### config.mk
export PLATFORM = sky130hd
export DESIGN_NAME = clk_period_meter
export DESIGN_NICKNAME = d
export VERILOG_FILES = /design/src/rtl/clk_meter_pkg.sv /design/src/rtl/sync_edge_detect.sv /design/src/rtl/clk_period_meter.sv
export SDC_FILE = /design/constraint.sdc
export NUM_CORES = 1
export LEC_CHECK = 0
export BUFFER_PORTS_ARGS = -buffer_cell sky130_fd_sc_hd__clkbuf_2
export CELL_PAD_IN_SITES_DETAIL_PLACEMENT = 1
export CELL_PAD_IN_SITES_GLOBAL_PLACEMENT = 1
export CORE_ASPECT_RATIO = 1.4
export CORE_MARGIN = 8
export CORE_UTILIZATION = 52
export CTS_BUF_LIST = sky130_fd_sc_hd__clkbuf_4 sky130_fd_sc_hd__clkbuf_8
export CTS_CLUSTER_DIAMETER = 200
export DETAILED_ROUTE_END_ITERATION = 10
export HOLD_SLACK_MARGIN = 0.03
export PLACE_DENSITY = 0.91
export SLEW_MARGIN = 25
export SYNTH_ARGS = -nofsm -noshare
export SYNTH_HDL_FRONTEND = slang
export SYNTH_SLANG_ARGS = --single-unit
### constraint.sdc
create_clock -name clk_in -period 7.4 [get_ports clk_in]
set_input_delay 1.11 -clock clk_in [delete_from_list [all_inputs] [get_ports clk_in]]
set_output_delay 1.11 -clock clk_in [all_outputs]
set_load 0.05 [all_outputs]
### src/rtl/clk_meter_pkg.sv
// clk_meter_pkg: FSM state type and default parameters for clk_period_meter
package clk_meter_pkg;
  typedef enum logic [1:0] {IDLE, ARMED, RUN, TOUT} meter_state_t;
  localparam int DEF_CNT_W       = 16;
  localparam int DEF_SYNC_STAGES = 2;
  localparam int DEF_TOL         = 1;
  localparam int DEF_LOCK_COUNT  = 4;
  localparam int DEF_TIMEOUT     = 1000;
endpackage

### src/rtl/sync_edge_detect.sv
// sync_edge_detect: multi-flop synchronizer with rise/fall strobes (clk_in, rst, sig_in -> sync, rise, fall)
module sync_edge_detect #(
  parameter int SYNC_STAGES = 2
) (
  input  logic clk_in,
  input  logic rst,
  input  logic sig_in,
  output logic sync,
  output logic rise,
  output logic fall
);
  logic [SYNC_STAGES-1:0] sr;
  logic                   last;
  always_ff @(posedge clk_in or posedge rst)
    if (rst) begin
      sr   <= '0;
      last <= 1'b0;
    end else begin
      sr   <= {sr[SYNC_STAGES-2:0], sig_in};
      last <= sr[SYNC_STAGES-1];
    end
  assign sync = sr[SYNC_STAGES-1];
  assign rise = sync & ~last;
  assign fall = ~sync & last;
endmodule

### src/rtl/clk_period_meter.sv
// clk_period_meter: measures period/high time of slow sig_in in clk_in cycles, with lock and loss-of-signal (clk_in, rst, sig_in -> period_out, high_out, period_valid, locked, timeout)
module clk_period_meter
  import clk_meter_pkg::*;
#(
  parameter int CNT_W       = DEF_CNT_W,
  parameter int SYNC_STAGES = DEF_SYNC_STAGES,
  parameter int TOL         = DEF_TOL,
  parameter int LOCK_COUNT  = DEF_LOCK_COUNT,
  parameter int TIMEOUT     = DEF_TIMEOUT
) (
  input  logic             clk_in,
  input  logic             rst,
  input  logic             sig_in,
  output logic [CNT_W-1:0] period_out,
  output logic [CNT_W-1:0] high_out,
  output logic             period_valid,
  output logic             locked,
  output logic             timeout
);
  localparam int MW = $clog2(LOCK_COUNT + 1);
  logic [CNT_W-1:0] cnt, high_cnt, prev, diff;
  logic [MW-1:0]    mcnt, mcnt_d;
  logic             rise, fall, sync_unused, report, tout_go, match;
  meter_state_t     state_q, state_d;

  sync_edge_detect #(.SYNC_STAGES(SYNC_STAGES)) u_sync (
    .clk_in(clk_in),
    .rst   (rst),
    .sig_in(sig_in),
    .sync  (sync_unused),
    .rise  (rise),
    .fall  (fall)
  );

  always_ff @(posedge clk_in or posedge rst)
    if (rst) state_q <= IDLE;
    else     state_q <= state_d;

  // rise always wins over timeout, so a period of exactly TIMEOUT is still reported
  always_comb begin
    state_d = state_q;
    report  = 1'b0;
    tout_go = 1'b0;
    if (state_q == ARMED || state_q == RUN) begin
      report  = rise;
      tout_go = !rise && cnt == CNT_W'(TIMEOUT);
    end
    if (report)       state_d = RUN;
    else if (tout_go) state_d = TOUT;
    else if (rise)    state_d = ARMED;
  end

  assign diff   = cnt > prev ? cnt - prev : prev - cnt;
  assign match  = diff <= CNT_W'(TOL);
  // the first period after ARMED has no valid predecessor, so it never matches
  assign mcnt_d = (state_q == RUN && match) ? (mcnt == MW'(LOCK_COUNT) ? mcnt : mcnt + 1'b1) : '0;

  always_ff @(posedge clk_in or posedge rst)
    if (rst) begin
      cnt          <= '0;
      high_cnt     <= '0;
      prev         <= '0;
      mcnt         <= '0;
      period_out   <= '0;
      high_out     <= '0;
      period_valid <= 1'b0;
      locked       <= 1'b0;
      timeout      <= 1'b0;
    end else begin
      cnt          <= rise ? CNT_W'(1) : (&cnt ? cnt : cnt + 1'b1);
      period_valid <= report;
      timeout      <= state_d == TOUT;
      if (fall) high_cnt <= cnt;
      if (report) begin
        period_out <= cnt;
        high_out   <= high_cnt;
        prev       <= cnt;
        mcnt       <= mcnt_d;
        locked     <= mcnt_d == MW'(LOCK_COUNT);
      end else if (tout_go) begin
        mcnt   <= '0;
        locked <= 1'b0;
      end
    end
endmodule

Word level (Yosys, flattened, before mapping)
Index checks and enable logic that the tools add are counted.
Widths: inputs -> output; s select.
{ "op_classes": {"n_shift": 0, "n_lt_le_gt_ge": 2, "n_mul": 0, "reduce_logical": 6, "eq_ne": 7, "bitwise_logic": 4, "add_sub_neg": 4, "muxes": 14, "div": 0} }
{ "ops": {"columns": ["op", "count"], "rows": [
  ["$mux 16", 3],
  ["$sub 16x16->16", 2],
  ["$add 16x1->16 const B", 1],
  ["$eq 16x10->1 const B", 1],
  ["$gt 16x16->1", 1],
  ["$le 16x1->1 const B", 1],
  ["$reduce_and 16->1", 1],
  ["$mux 3", 4],
  ["$eq 3x3->1 const B", 2],
  ["$mux 2", 3],
  ["$eq 2x2->1 const B", 2],
  ["$mux 1", 4],
  ["$add 3x1->3 const B", 1],
  ["$and 1x1->1", 2],
  ["$eq 2x1->1 const B", 1],
  ["$logic_and 1x1->1", 2],
  ["$ne 2x1->1 const B", 1],
  ["$not 1->1", 2],
  ["$reduce_bool 2->1", 1],
  ["$logic_not 1->1", 1],
  ["$logic_or 1x1->1", 1]
]} }
{ "word_totals": {"latch_bits": 0, "regBits": 75, "rom_bits": 0, "memories": 0, "input_bits": 3, "ram_bits": 0} }

Logic depth before layout (Yosys ltp)
Gate-level depths: netlist (run 1).
{ "logic_depth": {"ltp_word": 8, "depth_mapped": 14, "mapped_depth_nobuf": 13} }

Hierarchy
A second synthesis (run 1) with hierarchy kept.
{ "hier_totals": {"cells_unflattened": 515, "area_unflattened_um2": 4842.1} }
{ "by_module_without_submodules": {"columns": ["module", "seq_area_each_um2", "area_each_um2", "cells_each", "instances"], "rows": [
  ["clk_period_meter", 1801.7, 4748.3, 509, 1],
  ["sync_edge_detect", 75.1, 93.8, 6, 1]
]} }

Worst setup path after synthesis (run 1)
Ideal clock, no wire load.
{ "synth_timing": {"path_kind": "register -> register", "from": "register prev[1]", "to": "register mcnt[2]", "arrival_ps": 3228, "setup_ps": 72, "stages_incl_launch_ff": 13, "n_path_buf": 1, "path_slack_ps": 4100, "period_less_slack_ps": 3300, "cell_sequence": "dfrtp_1 > inv_1 > fa_1 > nand3_2 > a21boi_4 > or2_0 > buf_2 > or3b_1 > a211oi_2 > o2111ai_1 > a2111oi_4 > a21oi_1 > nor2_1"} }
{ "synth_between": {"elab_chain_len": 6} }
{ "synth_lines": {"columns": ["item", "line_no", "rtl"], "rows": [
  ["from (decl)", "clk_period_meter.sv:21", "logic [CNT_W-1:0] cnt, high_cnt, prev, diff;"],
  ["from (signal assigned)", "clk_period_meter.sv:77", "prev <= cnt;"],
  ["$sub 16x16->16 or $gt 16x16->1 (tied branches)", "clk_period_meter.sv:53", "assign diff = cnt > prev ? cnt - prev : prev - cnt;"],
  ["$mux 16 (*)", "clk_period_meter.sv:53", null],
  ["$le 16x1->1 (*)", "clk_period_meter.sv:54", "assign match = diff <= CNT_W'(TOL);"],
  ["$logic_and 1x1->1 (*)", "clk_period_meter.sv:56", "assign mcnt_d = (state_q == RUN && match) ? (mcnt == MW'(LOCK_COUNT) ? mcnt : mcnt + 1'b1) : '0;"],
  ["$mux 3 (*)", "clk_period_meter.sv:56", null],
  ["$mux 3 (*)", "clk_period_meter.sv:74", "if (report) begin"],
  ["to (signal assigned)", "clk_period_meter.sv:78", "mcnt <= mcnt_d;"],
  ["to (decl)", "clk_period_meter.sv:22", "logic [MW-1:0] mcnt, mcnt_d;"]
]} }
Mark *: on every way between the ends. The rest lies on a longest branch, timed or not.
A chain may end at the register's enable or synchronous reset.

Worst setup path in the final report (run 1)
{ "layout_timing": {"from": "register prev[5]", "to": "register mcnt[2]"} }
Same word-level chain as after synthesis.

==> results of run 1 <==
[final cells by class]
type	count	area [µm²]	share of cell area [%]
inverters	42	157.7	2.916
clock inverters	5	125.1	2.314
well taps	110	137.6	2.546
repair buffers	40	211.5	3.911
clock buffers	11	138.9	2.569
multi-input cells	395	2759	51.03
flip-flops and latches	75	1877	34.71
[worst max path at each step]
| stage | slack (ns) | to | from | cells past startpoint |
|---|---|---|---|---|
| 3_5_place_dp | 3.74 | mcnt[2] | prev[5] | 11 |
| 4_1_cts | 3.67 | mcnt[2] | prev[5] | 11 |
| 6_report | 3.65 | mcnt[2] | prev[5] | 11 |
| 3_3_place_gp | 3.89 | mcnt[2] | prev[5] | 11 |
| 5_1_grt | 3.40 | mcnt[2] | prev[5] | 11 |
| 2_1_floorplan | 4.10 | mcnt[2] | prev[1] | 12 |
[layout by cell type, fill, tap and decap left out, drive strengths merged, types with 5 or more instances in the layout]
cell and n:
mux2 19, clkbuf 48, xor2 5, nor3 8, nor2 34, dfrtp 75
nor2b 7, ha 36, nor4 6, nand2b 6, a22o 5, and4 7
o21ai 50, nand3 18, a21oi 34, a211oi 6, xnor2 14, and3 5
o21a 6, nand2 55, inv 42, mux2i 5, o2111ai 5
[sequential cells by signal (all words and copies together) (netlist names)]
| signal | count |
|---|---|
| timeout | 1 |
| u_sync.last | 1 |
| u_sync.sr | 2 |
| prev | 16 |
| high_cnt | 16 |
| cnt | 16 |
| period_valid | 1 |
| state_q | 2 |
| mcnt | 3 |
| high_out | 16 |
| locked | 1 |
[worst register-to-register path, delay by kind of cell, from the launching register on]
kind / cells / cell delay [ns]
AO/OA/AOI/OAI: 6 / 1.78
flip-flops: 1 / 0.42
adder cells (fa/ha/maj): 1 / 0.47
buffers and inverters: 1 / 0.08
AND/OR/NAND/NOR: 3 / 0.92
[metal layers]
layer | wire [µm] | vias to the layer above | GRT usage [%] | part of all wire, %
li1 | - | 1955 | - | -
met1 | 6289 | 2226 | 28.25 | 39
met2 | 8541 | 125 | 48.02 | 53
met3 | 454 | 51 | 3.659 | 2.8
met4 | 765 | 0 | 14.92 | 4.8
met5 | 0 | - | 0 | 0
[cell families after synthesis]
| kind of cell | share of synthesized area (%) |
|---|---|
| AOI/OAI and AO/OA | 19.15 |
| xor gates and xnor gates | 3.404 |
| adders and majority gates | 10.03 |
| buffers and inverters | 5.375 |
| DFF | 38.39 |
| muxes | 5.401 |
| and+or+nand+nor | 18.25 |
[where the power goes]
group          total, µW  internal (µW)  switching [µW]  leakage [µW]
clock network        420            265             155      0.000134
logic               1240            465             776       0.00137
registers            511            459            51.9       0.00101
[stage by stage]
step	total power (µW)	cells	utilization, %	instance area [µm²]	hold WS [ns]
2_1_floorplan	1417	535	-	4888	0.3312
4_1_cts	2154	678	58.06	5400	0.4103
5_1_grt	2268	678	58.12	5406	0.4112
6_report	2172	678	58.12	5406	0.4037
3_3_place_gp	1663	662	55.22	5136	0.3369
3_5_place_dp	1710	662	55.22	5136	0.3740
==> impl_metrics.tcl, run 1 <==
set metrics [dict create \
    htree_levels 3 \
    final_max_slew_viol_count 0 \
    synth_warnings 0 \
    synth_cell_types 67 \
    cts_buffer_depth 2 \
    critPathMaxFanout 13 \
    rsz0062_at_grt "no" \
    ctsHoldBuffers 0 \
    final_hold_viol_count 0 \
    ys_seq_elements 75 \
    tns_ns 0 \
    grt_max_degree 76 \
    setup.worst_path.class "flip-flop to flip-flop" \
    cts_buffers 9 \
    ant_nets 0 \
    gp_congestion 0.9259 \
    io_buffers 37 \
    vias 4357 \
    overflow 0 \
    endpoint_kind "flip-flop" \
    drive_gt1_share_pct 15.32 \
    yosys-top-cells-area "dfrtp_1 (38%), ha_1 (9.2%), o21ai_0 (4.9%), mux2_2 (4.4%), nand2_1 (4.2%)" \
    crit_family "compound AO/OA/AOI/OAI gates" \
    diodes 0 \
    arrival_ns 4.04 \
    drtIter0Drc 244 \
    syn_area_um2 4888 \
    synth_top_area_cell "dfrtp_1" \
    drcViolationCount 0 \
    grt_pass1_wl_um 25830 \
    yosysMostFrequentCell "dfrtp_1" \
    critPathBufInv 1 \
    syn-mean-instance-area_um2 9.137 \
    crit_slowest_cell "a2111oi_4" \
    synthTopCellsByCount "dfrtp_1 (75), nand2_1 (55), o21ai_0 (48)" \
    clock.fmax_ghz 0.2667 \
    grt_antenna_before_repair 0 \
    timing.final.ws_setup_ns 3.651 \
    clock-sinks 75 \
    powerDensity_nw_per_um2 401.7 \
    nets 604 \
    cp_common_cell "a21oi_1" \
    io_pins 38 \
    clock_latency_ns 0.36 \
    synth_ff_type "dfrtp_1" \
    clockRootBuffer "clkbuf_8" \
    die_w_um 97.95 \
    reg2reg_depth 11 \
    dr.pass1.iters 4 \
    yosysSeqAreaShare_pct 38.39 \
    cellLeakagePower_uw 0.002522 \
    synthToLayoutAreaGrowth_pct 10.60 \
    post-cts-setup-buffers 0 \
    reg2reg_slack_ns 3.65 \
    hpwl_um 11380 \
    post_drt_wl_per_cell_um 23.67 \
    status "finished clean" \
    grt_pass1_vias 4757 \
    chipHeight_um 130.7 \
    synth_top_area_share_pct 38.39 \
    fin_crit_sh_pct 50.66 \
    ys_async_sr_fraction_pct 100.0 \
    grt_usage_pct 26.08 \
    maxSlewHeadroom_pct 53.87 \
    die_area_um2 12800 \
    hp-class "flip-flop to flip-flop" \
    start_kind "flip-flop" \
    nFillCells 1063 \
    whs_path_depth 0 \
    cts_tree "built" \
    clk_pin_slew_ns 0.08 \
    preCtsSetupSlack_ns 3.741 \
    core-area_um2 9301 \
    drt-total-wl_um 16050 \
    drv_cap 0 \
    synth_nets 576 \
    final.setup_skew_ns 0.009820 \
    initial_core_util_pct 52.56 \
    tightest_slew_ns 0.6919 \
    cts.repair.resized 0 \
    cp_slowest_stage_delay_ns 0.55 \
    holdPathEnd "u_sync.sr[1]" \
    r2r-start "prev[5]" \
    hp-start "u_sync.sr[0]" \
    vias_per_cell 6.426 \
    synth_edf_count 0 \
    setup_viol 0 \
    regToRegEndpoint "mcnt[2]" \
    path_cells "inv_1, ha_1, a21oi_1, o21ai_0, or2_0, or3b_1, a211oi_2, o2111ai_1, a2111oi_4, a21oi_1, nor2_1" \
    max-vdd-ir-drop_uv 262.0 \
    cp.required_ns 7.69 \
    synthCells 535 \
    layout_min_cycle_time_ns 3.749 \
    rows 42 \
]
(Power assumes the default switching activity.)
==> run 2: changes to the inputs <==
--- a/config.mk
+++ b/config.mk
@@ -10,12 +10,12 @@
 export CELL_PAD_IN_SITES_GLOBAL_PLACEMENT = 1
 export CORE_ASPECT_RATIO = 1.4
 export CORE_MARGIN = 8
-export CORE_UTILIZATION = 52
+export CORE_UTILIZATION = 48
 export CTS_BUF_LIST = sky130_fd_sc_hd__clkbuf_4 sky130_fd_sc_hd__clkbuf_8
 export CTS_CLUSTER_DIAMETER = 200
 export DETAILED_ROUTE_END_ITERATION = 10
 export HOLD_SLACK_MARGIN = 0.03
-export PLACE_DENSITY = 0.91
+export PLACE_DENSITY = 0.85
 export SLEW_MARGIN = 25
 export SYNTH_ARGS = -nofsm -noshare
 export SYNTH_HDL_FRONTEND = slang
==> constraint.sdc (replaced) <==
create_clock -name clk_in -period 3.7 [get_ports clk_in]
set_input_delay 0.555 -clock clk_in [delete_from_list [all_inputs] [get_ports clk_in]]
set_output_delay 0.555 -clock clk_in [all_outputs]
set_load 0.05 [all_outputs]
==> run 2 against run 1 <==
Clock-buffer cell count up 2; sequential power up 95%; critical path depth up 3; clock skew down 0.0013 ns; global-route usage down 4.3 points; total power up 89%; die area up 7.1%; register-to-register slack worse by 3.4 ns; worst setup slack worse by 3.4 ns; non-clock buffer count up 11; sequential share of layout area down 0.34 points; combinational power up 99%; critical endpoint unchanged; largest cell class unchanged; highest routed layer unchanged.
==> impl_metrics.tcl, run 2 (synthesized netlist as in run 1, its figures left out) <==
set metrics [dict create \
    regArea_um2 1877 \
    die_area_um2 13720 \
    crit_slowest_cell "dfrtp_1" \
    maxSlewHeadroom_pct 50.81 \
    ant_nets 0 \
    ctsHoldBuffers 0 \
    nFillCells 1206 \
    initial_core_util_pct 49.38 \
    arrival_ns 3.75 \
    cts_tree "built" \
    clock-sinks 75 \
    diodes 0 \
    rsz0062_at_grt "no" \
    cts_buffers 9 \
    core-area_um2 9899 \
    tightest_slew_ns 0.7301 \
    dp_cells 697 \
    io_pins 38 \
    clockRootBuffer "clkbuf_8" \
    multi_input_area_um2 2765 \
    setup.worst_path.class "flip-flop to flip-flop" \
    status "finished clean" \
    rows 43 \
    final_max_slew_viol_count 0 \
    layout_commonest_cell "dfrtp_1" \
    cp_common_cell "inv_1" \
    swShare_pct 45.51 \
    drcViolationCount 0 \
    gp_congestion 0.9421 \
    overflow 0 \
    max-vdd-ir-drop_uv 449.9 \
    crit_family "simple AND/OR/NAND/NOR gates" \
    io_buffers 37 \
    clock_latency_ns 0.36 \
    layout_common_cells "dfrtp_1 (75), nand2_1 (55), o21ai_0 (48)" \
    synthToLayoutAreaGrowth_pct 11.70 \
    critPathBufInv 3 \
    dr.pass1.iters 4 \
    drt-total-wl_um 14370 \
    tns_ns 0 \
    post_drt_wl_per_cell_um 20.15 \
    critPathMaxFanout 6 \
    powerDensity_nw_per_um2 753.5 \
    setup_viol 0 \
    reg2reg_slack_ns 0.24 \
    die_w_um 101.3 \
    htree_levels 3 \
    grt_antenna_before_repair 0 \
    cellLeakagePower_uw 0.002543 \
    grt_usage_pct 21.82 \
    endpoint_kind "flip-flop" \
    vias_per_cell 5.945 \
    clk_pin_slew_ns 0.08 \
    cts_buffer_depth 2 \
    grt_pass1_vias 4681 \
    grt_pass1_wl_um 23490 \
    clock_power_share_pct 15.8 \
    path_cells "inv_1, ha_1, inv_1, fa_1, nand3_2, a21boi_4, or2_0, or3b_1, a211oi_2, o2111ai_1, a2111oi_4, buf_4, a21oi_1, nor2_1" \
    switchingPower_uw 1872 \
    hpwl_um 10990 \
    clock.fmax_ghz 0.2892 \
    chipHeight_um 135.4 \
    start_kind "flip-flop" \
    cp.required_ns 4.00 \
    final.setup_skew_ns 0.008529 \
    p_int_uw 2242 \
    final_hold_viol_count 0 \
    seqPwrFrac_pct 24.3 \
    drtIter0Drc 243 \
    pwr-share-comb_pct 60.0 \
    drv_cap 0 \
    instances_no_fill 713 \
    nets 615 \
    fin_crit_sh_pct 93.46 \
    layout_min_cycle_time_ns 3.458 \
    drive_gt1_share_pct 17.13 \
    hp-class "input pin to async pin" \
    vias 4239 \
    grt_max_degree 53 \
    cp_slowest_stage_delay_ns 0.46 \
]
==> run 2: changes by cell type in the layout (fill, tap and decap cells not counted) <==
cell	delta
nor2b_2	+1
a21oi_1	-1
bufinv_16	-3
buf_4	+12
a21oi_2	+1
nor2b_1	-1
buf_6	-1
clkbuf_8	+2
==> run 2: power groups by stage <==
stage	registers, µW	clock network, µW	logic, µW
final	998	649	2470
after global placement	1010	0	2330
after detailed placement	1010	0	2420
after floorplan	1190	0	1650
after CTS	998	658	2440
after global routing	1020	689	2630
==> run 2: repair_timing <==
action / in CTS / in global routing
endpoints found under the setup margin: 0 / 4
setup buffers: 0 / 1
gates resized for setup: 0 / 1
==> run 2: area by class of cell <==
class                      instances  area share (%)
inverter                          42           2.887
tap                              135           3.093
timing repair buffer              51           5.316
multi-input combinational        395           50.64
clock buffer                      13           3.048
clock inverter                     2          0.6416
sequential                        75           34.37
==> run 2: final timing paths <==
check                             start      endpoint  depth (start not counted)
max                              cnt[0]       mcnt[2]                         14
min                                 rst  high_out[11]                          2
max reg2reg                      cnt[0]       mcnt[2]                         14
min reg2reg                u_sync.sr[0]  u_sync.sr[1]                          0
max in group asynchronous           rst   high_out[2]                          3
min in group clk_in              sig_in  u_sync.sr[0]                          1
==> run 2: stage by stage <==
stage / total power, µW / setup WS [ns] / util, % / hold WS (ns) / cell area [µm²]
5_1_grt: 4339 / 0.04817 / 55.16 / 0.2642 / 5460
6_report: 4114 / 0.2422 / 55.16 / 0.2215 / 5460
2_1_floorplan: 2835 / 0.4004 / - / 0.3312 / 4888
3_5_place_dp: 3433 / 0.1055 / 52.96 / 0.3363 / 5243
3_3_place_gp: 3336 / 0.3076 / 52.96 / 0.3382 / 5243
4_1_cts: 4093 / 0.1031 / 54.99 / 0.2277 / 5444
==> run 2: routing by layer <==
metal / track usage (%) / part of all wire, % / vias up
li1: - / - / 1974
met1: 24.68 / 41 / 2129
met2: 38.08 / 52 / 91
met3: 2.572 / 2.4 / 45
met4: 13.30 / 4.6 / 0
met5: 0 / 0 / -
==> run 3: changes to the inputs <==
--- a/config.mk
+++ b/config.mk
@@ -10,12 +10,13 @@
 export CELL_PAD_IN_SITES_GLOBAL_PLACEMENT = 1
 export CORE_ASPECT_RATIO = 1.4
 export CORE_MARGIN = 8
-export CORE_UTILIZATION = 48
+export CORE_UTILIZATION = 44
 export CTS_BUF_LIST = sky130_fd_sc_hd__clkbuf_4 sky130_fd_sc_hd__clkbuf_8
 export CTS_CLUSTER_DIAMETER = 200
 export DETAILED_ROUTE_END_ITERATION = 10
 export HOLD_SLACK_MARGIN = 0.03
-export PLACE_DENSITY = 0.85
+export PLACE_DENSITY = 0.82
+export REMOVE_ABC_BUFFERS = 1
 export SLEW_MARGIN = 25
 export SYNTH_ARGS = -nofsm -noshare
 export SYNTH_HDL_FRONTEND = slang
==> constraint.sdc (replaced) <==
create_clock -name clk_in -period 2.81 [get_ports clk_in]
set_input_delay 0.4215 -clock clk_in [delete_from_list [all_inputs] [get_ports clk_in]]
set_output_delay 0.4215 -clock clk_in [all_outputs]
set_load 0.05 [all_outputs]
==> run 3 against run 2 <==
The flow now finishes with violations (setup timing); global-route usage up 5.0 points; sequential power up 32%; register-to-register slack got worse by 0.98 ns; critical path depth rose by 2; first-iteration DRC count up 61%; total power grew 79%; sequential cell count unchanged; clock skew is 0.015 ns higher; clock power up 62%; utilization up 7.2 points; die area grew 7.8%; combinational power increased by 100%; critical endpoint is now mcnt[0].
==> impl_metrics.tcl, run 3 (synthesized netlist as in run 1, its figures left out) <==
set metrics [dict create \
    drt-total-wl_um 23860 \
    setup.worst_path.class "flip-flop to flip-flop" \
    dp_cells 821 \
    maxSlewHeadroom_pct 42.11 \
    powerDensity_nw_per_um2 1090 \
    clock.fmax_ghz 0.2820 \
    nFillCells 1208 \
    swShare_pct 45.88 \
    clk_pin_slew_ns 0.08 \
    fin_crit_sh_pct 126.2 \
    clock_latency_ns 0.38 \
    seqPwrFrac_pct 17.9 \
    clock_power_share_pct 14.3 \
    endpoint_kind "flip-flop" \
    nets 742 \
    cts_tree "built" \
    final.setup_skew_ns 0.02335 \
    cts_buffer_depth 2 \
    die_w_um 105.1 \
    clockRootBuffer "clkbuf_8" \
    grt_max_degree 52 \
    drive_gt1_share_pct 38.24 \
    tns_ns -2.734 \
    grt_usage_pct 26.79 \
    layout_min_cycle_time_ns 3.547 \
    cp.required_ns 3.10 \
    grt_pass1_wl_um 31280 \
    final_hold_viol_count 0 \
    hpwl_um 13350 \
    diodes 0 \
    drcViolationCount 0 \
    setup_viol 4 \
    arrival_ns 3.83 \
    chipHeight_um 140.7 \
    htree_levels 3 \
    failed_checks "setup timing" \
    status "complete, but fails checks" \
    grt_antenna_before_repair 0 \
    start_kind "flip-flop" \
    final_max_slew_viol_count 0 \
    reg2reg_slack_ns -0.74 \
    synthToLayoutAreaGrowth_pct 38.55 \
    layout_common_cells "buf_4 (135), dfrtp_1 (74), nand2_1 (55)" \
    endpoint "mcnt[0]" \
    reg2reg_depth 16 \
    io_buffers 37 \
    crit_start "prev[0]" \
    preCtsSetupSlack_ns -0.6202 \
    clock-sinks 75 \
    rsz0062_at_grt "yes" \
    initial_core_util_pct 44.99 \
    gp_congestion 0.9300 \
    cellLeakagePower_uw 0.003234 \
    die_area_um2 14790 \
    vias_per_cell 6.468 \
    io_pins 38 \
    ant_nets 0 \
    post_drt_wl_per_cell_um 28.17 \
    hp-class "input pin to flip-flop" \
    grt_pass1_vias 5627 \
    dr.pass1.iters 5 \
    layout_commonest_cell "buf_4" \
    cts_buffers 9 \
    switchingPower_uw 3388 \
    core-area_um2 10870 \
    timing.final.ws_setup_ns -0.7365 \
    tightest_slew_ns 0.8604 \
    overflow 0 \
    vias 5478 \
    rows 45 \
    p_int_uw 3997 \
    max-vdd-ir-drop_uv 603.5 \
    regToRegEndpoint "mcnt[0]" \
    instances_no_fill 847 \
    pwr-share-comb_pct 67.9 \
    drv_cap 0 \
    drtIter0Drc 392 \
    r2r-start "prev[0]" \
    critPathMaxFanout 5 \
]
run 3: stage by stage:
| stage | instance area [µm²] | util (%) | total power [µW] | hold WS (ns) |
|---|---|---|---|---|
| 6_report | 6773 | 62.33 | 7385 | 0.1699 |
| 2_1_floorplan | 4783 | - | 3687 | 0.3312 |
| 3_5_place_dp | 6136 | 56.47 | 5233 | 0.3512 |
| 5_1_grt | 6773 | 62.33 | 7660 | 0.1542 |
| 4_1_cts | 6540 | 60.18 | 6545 | 0.1620 |
| 3_3_place_gp | 6136 | 56.47 | 5071 | 0.3396 |
run 3: worst min path at each step:
stage | end | slack [ns] | from | cells past startpoint
6_report | u_sync.sr[0] | 0.17 | sig_in | 1
3_3_place_gp | u_sync.sr[1] | 0.34 | u_sync.sr[0] | 0
3_5_place_dp | u_sync.sr[1] | 0.35 | u_sync.sr[0] | 0
5_1_grt | u_sync.sr[0] | 0.15 | sig_in | 1
4_1_cts | u_sync.sr[0] | 0.16 | sig_in | 1
2_1_floorplan | u_sync.sr[1] | 0.33 | u_sync.sr[0] | 0
run 3: timing repair:
item                                   in CTS  in global routing
cloned                                      0                  0
pin swaps                                  13                 14
setup buffers                               3                  6
hold buffers                                1                  0
resized for setup                          29                 39
setup endpoints to repair                   6                  8
endpoints found under the hold margin      12                  0
run 3: layer usage:
| metal | vias up | global-route usage, % | share of wire, % |
|---|---|---|---|
| met4 | 0 | 16.37 | 7.5 |
| met3 | 136 | 3.832 | 6.8 |
| met1 | 2746 | 28.64 | 36 |
| met5 | - | 0 | 0 |
| met2 | 375 | 48.56 | 50 |
| li1 | 2221 | - | - |
run 3: power by group through the flow:
stage	Clock, µW	Sequential [µW]	Combinational [µW]
floorplan	0	1560	2120
global placement	0	1300	3770
detailed placement	0	1320	3910
CTS	1040	1310	4200
global route	1100	1330	5230
finish	1050	1320	5010
run 3: critical path, cell delays in order, from the launching register on:
cell	delay, ns
dfrtp_1	0.41
buf_6	0.13
ha_4	0.15
inv_2	0.05
fa_2	0.32
nand3_4	0.17
a21boi_4	0.27
or2_1	0.16
buf_4	0.15
o2111ai_1	0.19
a211oi_2	0.30
o2111ai_2	0.21
a2111oi_4	0.43
buf_4	0.23
buf_4	0.12
o21ai_1	0.06
nand2_1	0.10
run 3: final cells by class:
type,instances,area (µm²),area share (%)
clock inverters,5,100.1,1.478
repair buffers,178,1265,18.68
well taps,141,176.4,2.605
multi-input cells,395,3048,45.00
flip-flops and latches,75,1878,27.73
clock buffers,11,145.1,2.143
inverters,42,160.2,2.365
